### src/rtl/soc_sysinfo_pkg.sv
// soc_sysinfo_pkg: register offsets, CAPS field positions and the CAPS word
// builder shared by the system-information slave and its uptime sub-block.
package soc_sysinfo_pkg;

  localparam int OFF_ID       = 0;
  localparam int OFF_TS       = 1;
  localparam int OFF_CAPS     = 2;
  localparam int OFF_UPT_LO   = 3;
  localparam int OFF_UPT_HI   = 4;
  localparam int OFF_SCRATCH0 = 5;

  localparam int CAPS_UPT_BIT  = 0;
  localparam int CAPS_NSCR_LSB = 8;
  localparam int CAPS_HWV_LSB  = 16;

  // Assemble the capability word; unused bits [7:1] stay zero.
  function automatic logic [31:0] caps_word(input logic [15:0] hwv,
                                            input int nscr,
                                            input logic upt);
    logic [31:0] w;
    w = '0;
    w[CAPS_HWV_LSB +: 16] = hwv;
    w[CAPS_NSCR_LSB +: 8] = 8'(nscr);
    w[CAPS_UPT_BIT]       = upt;
    return w;
  endfunction

endpackage

### src/rtl/soc_sysinfo_uptime.sv
// soc_sysinfo_uptime: free-running 64-bit uptime counter with a 32-bit shadow
// of the high word, captured atomically when the low word is read.
// Only instantiated when SYSINFO_UPTIME_EN is defined.
module soc_sysinfo_uptime (
  input  logic        clock,
  input  logic        reset_n,
  input  logic        clear,
  input  logic        capture,
  output logic [31:0] lo,
  output logic [31:0] hi_shadow
);

  logic [63:0] r_cnt;
  logic [31:0] r_shadow;

  // Counter: +1 every clock, wraps silently; a clear forces it back to 0.
  always_ff @(posedge clock or negedge reset_n) begin
    if (!reset_n)   r_cnt <= '0;
    else if (clear) r_cnt <= '0;
    else            r_cnt <= r_cnt + 64'd1;
  end

  // Shadow: takes the high word sampled together with the low-word read;
  // a simultaneous clear wins so software never sees a stale high word.
  always_ff @(posedge clock or negedge reset_n) begin
    if (!reset_n)     r_shadow <= '0;
    else if (clear)   r_shadow <= '0;
    else if (capture) r_shadow <= r_cnt[63:32];
  end

  assign lo        = r_cnt[31:0];
  assign hi_shadow = r_shadow;

endmodule

### src/rtl/soc_sysinfo.sv
// soc_sysinfo: Avalon-MM system-information slave (ID, build timestamp, CAPS,
// scratch words, registered read path with readdatavalid, latency 1).
// Define SYSINFO_UPTIME_EN to add the 64-bit uptime counter at offsets 3/4.
module soc_sysinfo
  import soc_sysinfo_pkg::*;
#(
  parameter logic [31:0] SYS_ID        = 32'h0000_0000,
  parameter logic [31:0] BUILD_TS      = 32'h0000_0000,
  parameter logic [15:0] HW_VERSION    = 16'h0001,
  parameter int          ADDR_W        = 3,
  parameter int          NUM_SCRATCH   = 2,
  parameter logic [31:0] SCRATCH_RESET = 32'h0000_0000
) (
  input  logic              clock,
  input  logic              reset_n,
  input  logic [ADDR_W-1:0] address,
  input  logic              read,
  input  logic              write,
  input  logic [31:0]       writedata,
  output logic [31:0]       readdata,
  output logic              readdatavalid
);

  // Keep the array legal when no scratch words are requested.
  localparam int SCR_N = (NUM_SCRATCH > 0) ? NUM_SCRATCH : 1;

`ifdef SYSINFO_UPTIME_EN
  localparam logic UPT_PRESENT = 1'b1;
`else
  localparam logic UPT_PRESENT = 1'b0;
`endif

  localparam logic [31:0] CAPS_VAL = caps_word(HW_VERSION, NUM_SCRATCH, UPT_PRESENT);

  logic [31:0] r_scratch [SCR_N];
  logic [31:0] w_rdata;

`ifdef SYSINFO_UPTIME_EN
  logic        w_hit_upt_lo;
  logic        w_clear;
  logic        w_capture;
  logic [31:0] w_upt_lo;
  logic [31:0] w_upt_hi;

  assign w_hit_upt_lo = (address == ADDR_W'(OFF_UPT_LO));
  assign w_clear      = write && w_hit_upt_lo && writedata[0];
  assign w_capture    = read && w_hit_upt_lo;

  soc_sysinfo_uptime u_uptime (
    .clock     (clock),
    .reset_n   (reset_n),
    .clear     (w_clear),
    .capture   (w_capture),
    .lo        (w_upt_lo),
    .hi_shadow (w_upt_hi)
  );
`endif

  // Scratch words: full 32-bit writes; offsets outside the range are ignored.
  always_ff @(posedge clock or negedge reset_n) begin
    if (!reset_n) begin
      for (int i = 0; i < SCR_N; i++) r_scratch[i] <= SCRATCH_RESET;
    end else if (write) begin
      for (int i = 0; i < NUM_SCRATCH; i++) begin
        if (address == ADDR_W'(OFF_SCRATCH0 + i)) r_scratch[i] <= writedata;
      end
    end
  end

  // Read mux: pre-write values of every register; unmapped offsets read 0.
  always_comb begin
    w_rdata = '0;
    if (address == ADDR_W'(OFF_ID))        w_rdata = SYS_ID;
    else if (address == ADDR_W'(OFF_TS))   w_rdata = BUILD_TS;
    else if (address == ADDR_W'(OFF_CAPS)) w_rdata = CAPS_VAL;
`ifdef SYSINFO_UPTIME_EN
    else if (w_hit_upt_lo)                 w_rdata = w_upt_lo;
    else if (address == ADDR_W'(OFF_UPT_HI)) w_rdata = w_upt_hi;
`endif
    for (int i = 0; i < NUM_SCRATCH; i++) begin
      if (address == ADDR_W'(OFF_SCRATCH0 + i)) w_rdata = r_scratch[i];
    end
  end

  // Output register: one valid per sampled read; data holds between reads.
  always_ff @(posedge clock or negedge reset_n) begin
    if (!reset_n) begin
      readdata      <= '0;
      readdatavalid <= 1'b0;
    end else begin
      readdatavalid <= read;
      if (read) readdata <= w_rdata;
    end
  end

endmodule
### config.mk
export PLATFORM = sky130hd
export DESIGN_NAME = soc_sysinfo
export DESIGN_NICKNAME = d
export VERILOG_FILES = /design/src/rtl/soc_sysinfo_pkg.sv /design/src/rtl/soc_sysinfo_uptime.sv /design/src/rtl/soc_sysinfo.sv
export SDC_FILE = /design/constraint.sdc
export NUM_CORES = 1
export LEC_CHECK = 0
export BUFFER_PORTS_ARGS = -buffer_cell sky130_fd_sc_hd__buf_4
export CORE_AREA = 2 2 69 119
export DETAILED_ROUTE_END_ITERATION = 8
export DIE_AREA = 0 0 71 121
export GPL_TIMING_DRIVEN = 0
export PLACE_DENSITY = 0.77
export SYNTH_ARGS = -nofsm -noshare
export SYNTH_HDL_FRONTEND = slang
export SYNTH_SLANG_ARGS = --single-unit
export TNS_END_PERCENT = 20
### constraint.sdc
create_clock -name clock -period 1 [get_ports clock]
set_input_delay 0.15 -clock clock [delete_from_list [all_inputs] [get_ports clock]]
set_output_delay 0.15 -clock clock [all_outputs]
set_load 0.05 [all_outputs]
# ---- After elaboration in Yosys (flattened, before gate mapping)
# Cells that the tools add are included.
dict set report word_totals {
  regBits 97
  in_bits 39
  output_inout_bits 33
  elab_cells 16
}
dict set report classes {
  n_eq_ne 4
  muxes 5
  reduce_logical 3
}
# operator n
set op_table {}
lappend op_table {{32-bit 2-to-1 mux} 2}
lappend op_table {{17-bit 2-to-1 mux} 3}
lappend op_table {{3-bit equality test (second input constant)} 2}
lappend op_table {{2-bit AND reduction} 2}
lappend op_table {{3-bit by 1-bit equality test with 1-bit output (second input constant)} 1}
lappend op_table {{3-bit by 2-bit equality test with 1-bit output (second input constant)} 1}
lappend op_table {{3-bit logical NOT} 1}

# ---- Depth between registers and ports, before layout
dict set report logic_depth {
  depth_word 6
  ltp_mapped 4
}

# ---- Least setup slack after synthesis
# Ideal clock, no wire load.
dict set report synth_timing {
  path_kind {reg2reg}
  start {register readdata[10] (netlist name)}
  end {register readdata[10]}
  setup_time_ps 126
  arrival_time_ps 1053
  path_slack_ps -180
  path_stages_with_launch 3
  n_path_buf 0
  period_less_slack_ps 1180
  cell_sequence {dfrtp_1 > and2b_1 > a221o_2}
}
# item line_no
set synth_rtl {}
lappend synth_rtl {{end signal: assignment} soc_sysinfo.sv:92} ;# if (read) readdata <= w_rdata;
lappend synth_rtl {{end: declaration} soc_sysinfo.sv:20} ;# output logic [31:0] readdata,

# ---- Final worst setup path
dict set report layout_timing {
  start {register readdata[11]}
  end {output readdata[11]}
}
# No word-level cell between the ends.

==> results.py <==
metrics = {
    "grt": {
        "grtUsageTotal_pct": 20.3,
        "grt_first_pass_wirelength_mm": 13.3,
        "grt_use_met1_pct": 25.8,
        "top_usage_layer": "met2",
        "grt_max_degree": 98,
        "grtUsageMet2_pct": 33.3,
        "overflow": 0,
        "antenna_found_initial": 0,
        "met3_usage_pct": 4.82,
        "grt_pass1_vias": 2577,
    },
    "power": {
        "power.leakage_nw": 2.49,
        "finalPower_mw": 10.5,
        "irDropWorstVdd_mv": 1.21,
        "pwr_density_cell_nw_per_um2": 2020,
    },
    "cts": {
        "cts.sinks": 97,
        "cts-root-buf": "clkbuf_16",
        "cts_buffer_depth": 2,
        "cts_setup_buffers": 0,
        "cts_max_level": 3,
        "holdBufCountCts": 1,
        "cts.clk_slew.worst_paths_ns": 0.07,
        "cts_made_buffers": 9,
        "cts_tree": "yes",
        "clock_latency_ns": 0.35,
    },
    "sta": {
        "skew_ns": 0.00738,
        "hold_viol": 97,
        "post-route-min-period_ns": 1.07,
        "maxSlewViolCount": 0,
        "fin_hold_ws_ns": -0.120,
        "finalSetupViolCount": 33,
        "rsz0062_at_grt": "true",
        "timing_worst_slew_pin_value_ns": 0.870,
        "finalCritPeriodShare_pct": 107,
        "max_freq_ghz": 0.933,
        "setup_slack_ns": -0.0721,
        "slew-limit-headroom_pct": 42.0,
    },
    "floorplan": {
        "core_area_um2": 7620,
        "die_area_um2": 8590,
        "start_util_pct": 53.5,
        "die_x_um": 71,
        "num_rows": 42,
        "die_h_um": 121,
        "io_pins": 72,
    },
    "synthesis": {
        "synthesis.area_um2": 4080,
        "syn_avg_cell_area_um2": 16.3,
        "syn_nets": 289,
        "yosys_warnings": 0,
        "synth.distinct_cells": 19,
        "ys_ff_latch": 97,
        "ys_seq_area_share_pct": 59.5,
        "synthCells": 250,
    },
    "drt": {
        "detail-route-antenna-nets": 0,
        "wl_mm": 8.03,
        "drc_errors": 0,
        "wire_per_inst_um": 18.8,
        "drt_first_pass_iters": 4,
        "viasPerCell": 5.63,
        "drt_iter0_drc": 116,
        "vias": 2398,
    },
    "place": {
        "place.gp.congestion": 0.722,
        "post-place-ws_ns": -0.417,
        "hpwl_mm": 5.28,
        "place_inst": 409,
        "io_buffers": 71,
    },
    "outcome": {
        "violations": "negative hold slack, negative setup slack",
        "outcome": "complete, but fails checks",
    },
    "critical_path": {
        "critPathRequiredTime_ns": 0.85,
        "cpPeakStageDelay_ns": 0.42,
        "endpoint_kind": "output port",
        "arrival_ns": 0.92,
        "crit_type": "flop to output port",
        "cp_max_fo": 2,
        "crit_buf_inv": 1,
        "cp_top_family": "flip-flops",
        "crit_slowest_cell": "dfrtp_2",
        "crit_chain": "buf_6",
        "crit_path_start_kind": "flop",
    },
    "final_layout": {
        "syn2layout_area_growth_pct": 27.4,
        "fin_cells": 426,
        "postLayoutCoreUtil_pct": 68.2,
        "seqCellArea_um2": 2460,
        "multi_input_area_um2": 1500,
        "antenna_cells": 0,
        "drive_gt1_share_pct": 66.3,
        "fill_cells": 570,
        "nets": 372,
    },
    "min_path": {
        "hp-class": "primary input to async pin",
    },
    "flow_run": {
        "cap_violations": 0,
    },
}
through the flow:
step	setup TNS (ns)	cell area, um^2	hold WS [ns]
finish	-1.74	5190	-0.120
global route	-2.67	5190	-0.0277
CTS	-2.29	5190	0.0194
detailed placement	-46.10	4760	0.352
global placement	-40.20	4760	0.354
floorplan	-2.27	4110	-0.146
layout by cell type (no fill, tap or decap), types with 6 or more instances in the layout:
cell type / synthesis / layout
dfrtp_1: 97 / 67
buf_6: 12 / 46
buf_4: 0 / 37
mux2_4: 30 / 30
a221o_2: 30 / 30
dfrtp_2: 0 / 30
mux2_2: 28 / 28
nor2b_1: 18 / 18
and2b_1: 12 / 12
clkbuf_16: 0 / 9
mux2_1: 6 / 6
worst register-to-register path, delay by kind of cell (launching register included):
kind             cells  cell delay [ns]
flip-flops           1             0.42
AO/OA/AOI/OAI        1             0.31
AND/OR/NAND/NOR      1             0.14
kinds of logic after synthesis:
family | after synthesis | synth area share [%]
DFF | 97 | 59.5
muxes | 64 | 20.4
and+or+nand+nor | 39 | 7.49
AOI/OAI and AO/OA | 34 | 8.84
buffers and inverters | 16 | 3.68
synthesized netlist by cell type (all sizes together):
cell    count  share of area [%]
nand4b      3                1.0
buf        12                3.3
nor2b      19                3.1
dfrtp      97                 60
mux2       64                 20
and3        1               0.28
clkbuf      3               0.28
a31oi       2               0.31
nor2        2               0.18
and4b       1               0.28
a221o      30                8.3
nand3       1               0.43
o21ai       2               0.25
inv         1              0.092
and2b      12                2.2
routing by layer:
layer,share of wire (%),wire length [um],vias up
li1,-,-,1090
met1,43,3410,1247
met2,53,4220,51
met3,3.2,255,10
met4,1.8,142,0
met5,0,0,-
path summary, 6_finish.rpt:
kind	start	end	slack (ns)	cells past startpoint
max in group asynchronous	reset_n	readdata[31]$_DFFE_PN0P_	0.47	1
max	readdata[11]$_DFFE_PN0P_	readdata[11]	-0.07	1
min reg2reg	r_scratch[4]$_DFFE_PN0P_	r_scratch[4]$_DFFE_PN0P_	0.50	1
min	reset_n	readdata[8]$_DFFE_PN0P_	-0.12	1
max reg2reg	readdata[29]$_DFFE_PN0P_	readdata[29]$_DFFE_PN0P_	0.02	2
min in group clock	writedata[4]	r_scratch[4]$_DFFE_PN0P_	0.03	2
what timing repair did:
action	in CTS	in global routing
setup endpoints to repair	40	136
gates cloned	0	0
pin swaps	0	0
gates resized for setup	35	1
hold endpoints to repair	1	97
power breakdown:
| group | internal [mW] | switching [mW] |
|---|---|---|
| registers | 4.64 | 0.406 |
| logic | 1.10 | 0.923 |
| clock network | 1.93 | 1.49 |
| total | 7.67 | 2.82 |
sequential cells by signal (all words and copies together), names as in the netlist:
name           cells
readdatavalid      1
r_scratch         64
readdata          32
cell type report:
class,instances,area share [%]
multi-input combinational,137,28.9
buffer,15,2.87
inverter,1,0.0723
clock inverter,7,1.37
timing repair buffer,72,12.9
tap,88,2.12
sequential,97,47.5
clock buffer,9,4.34
Note: power is estimated with default switching activity, not from simulation.
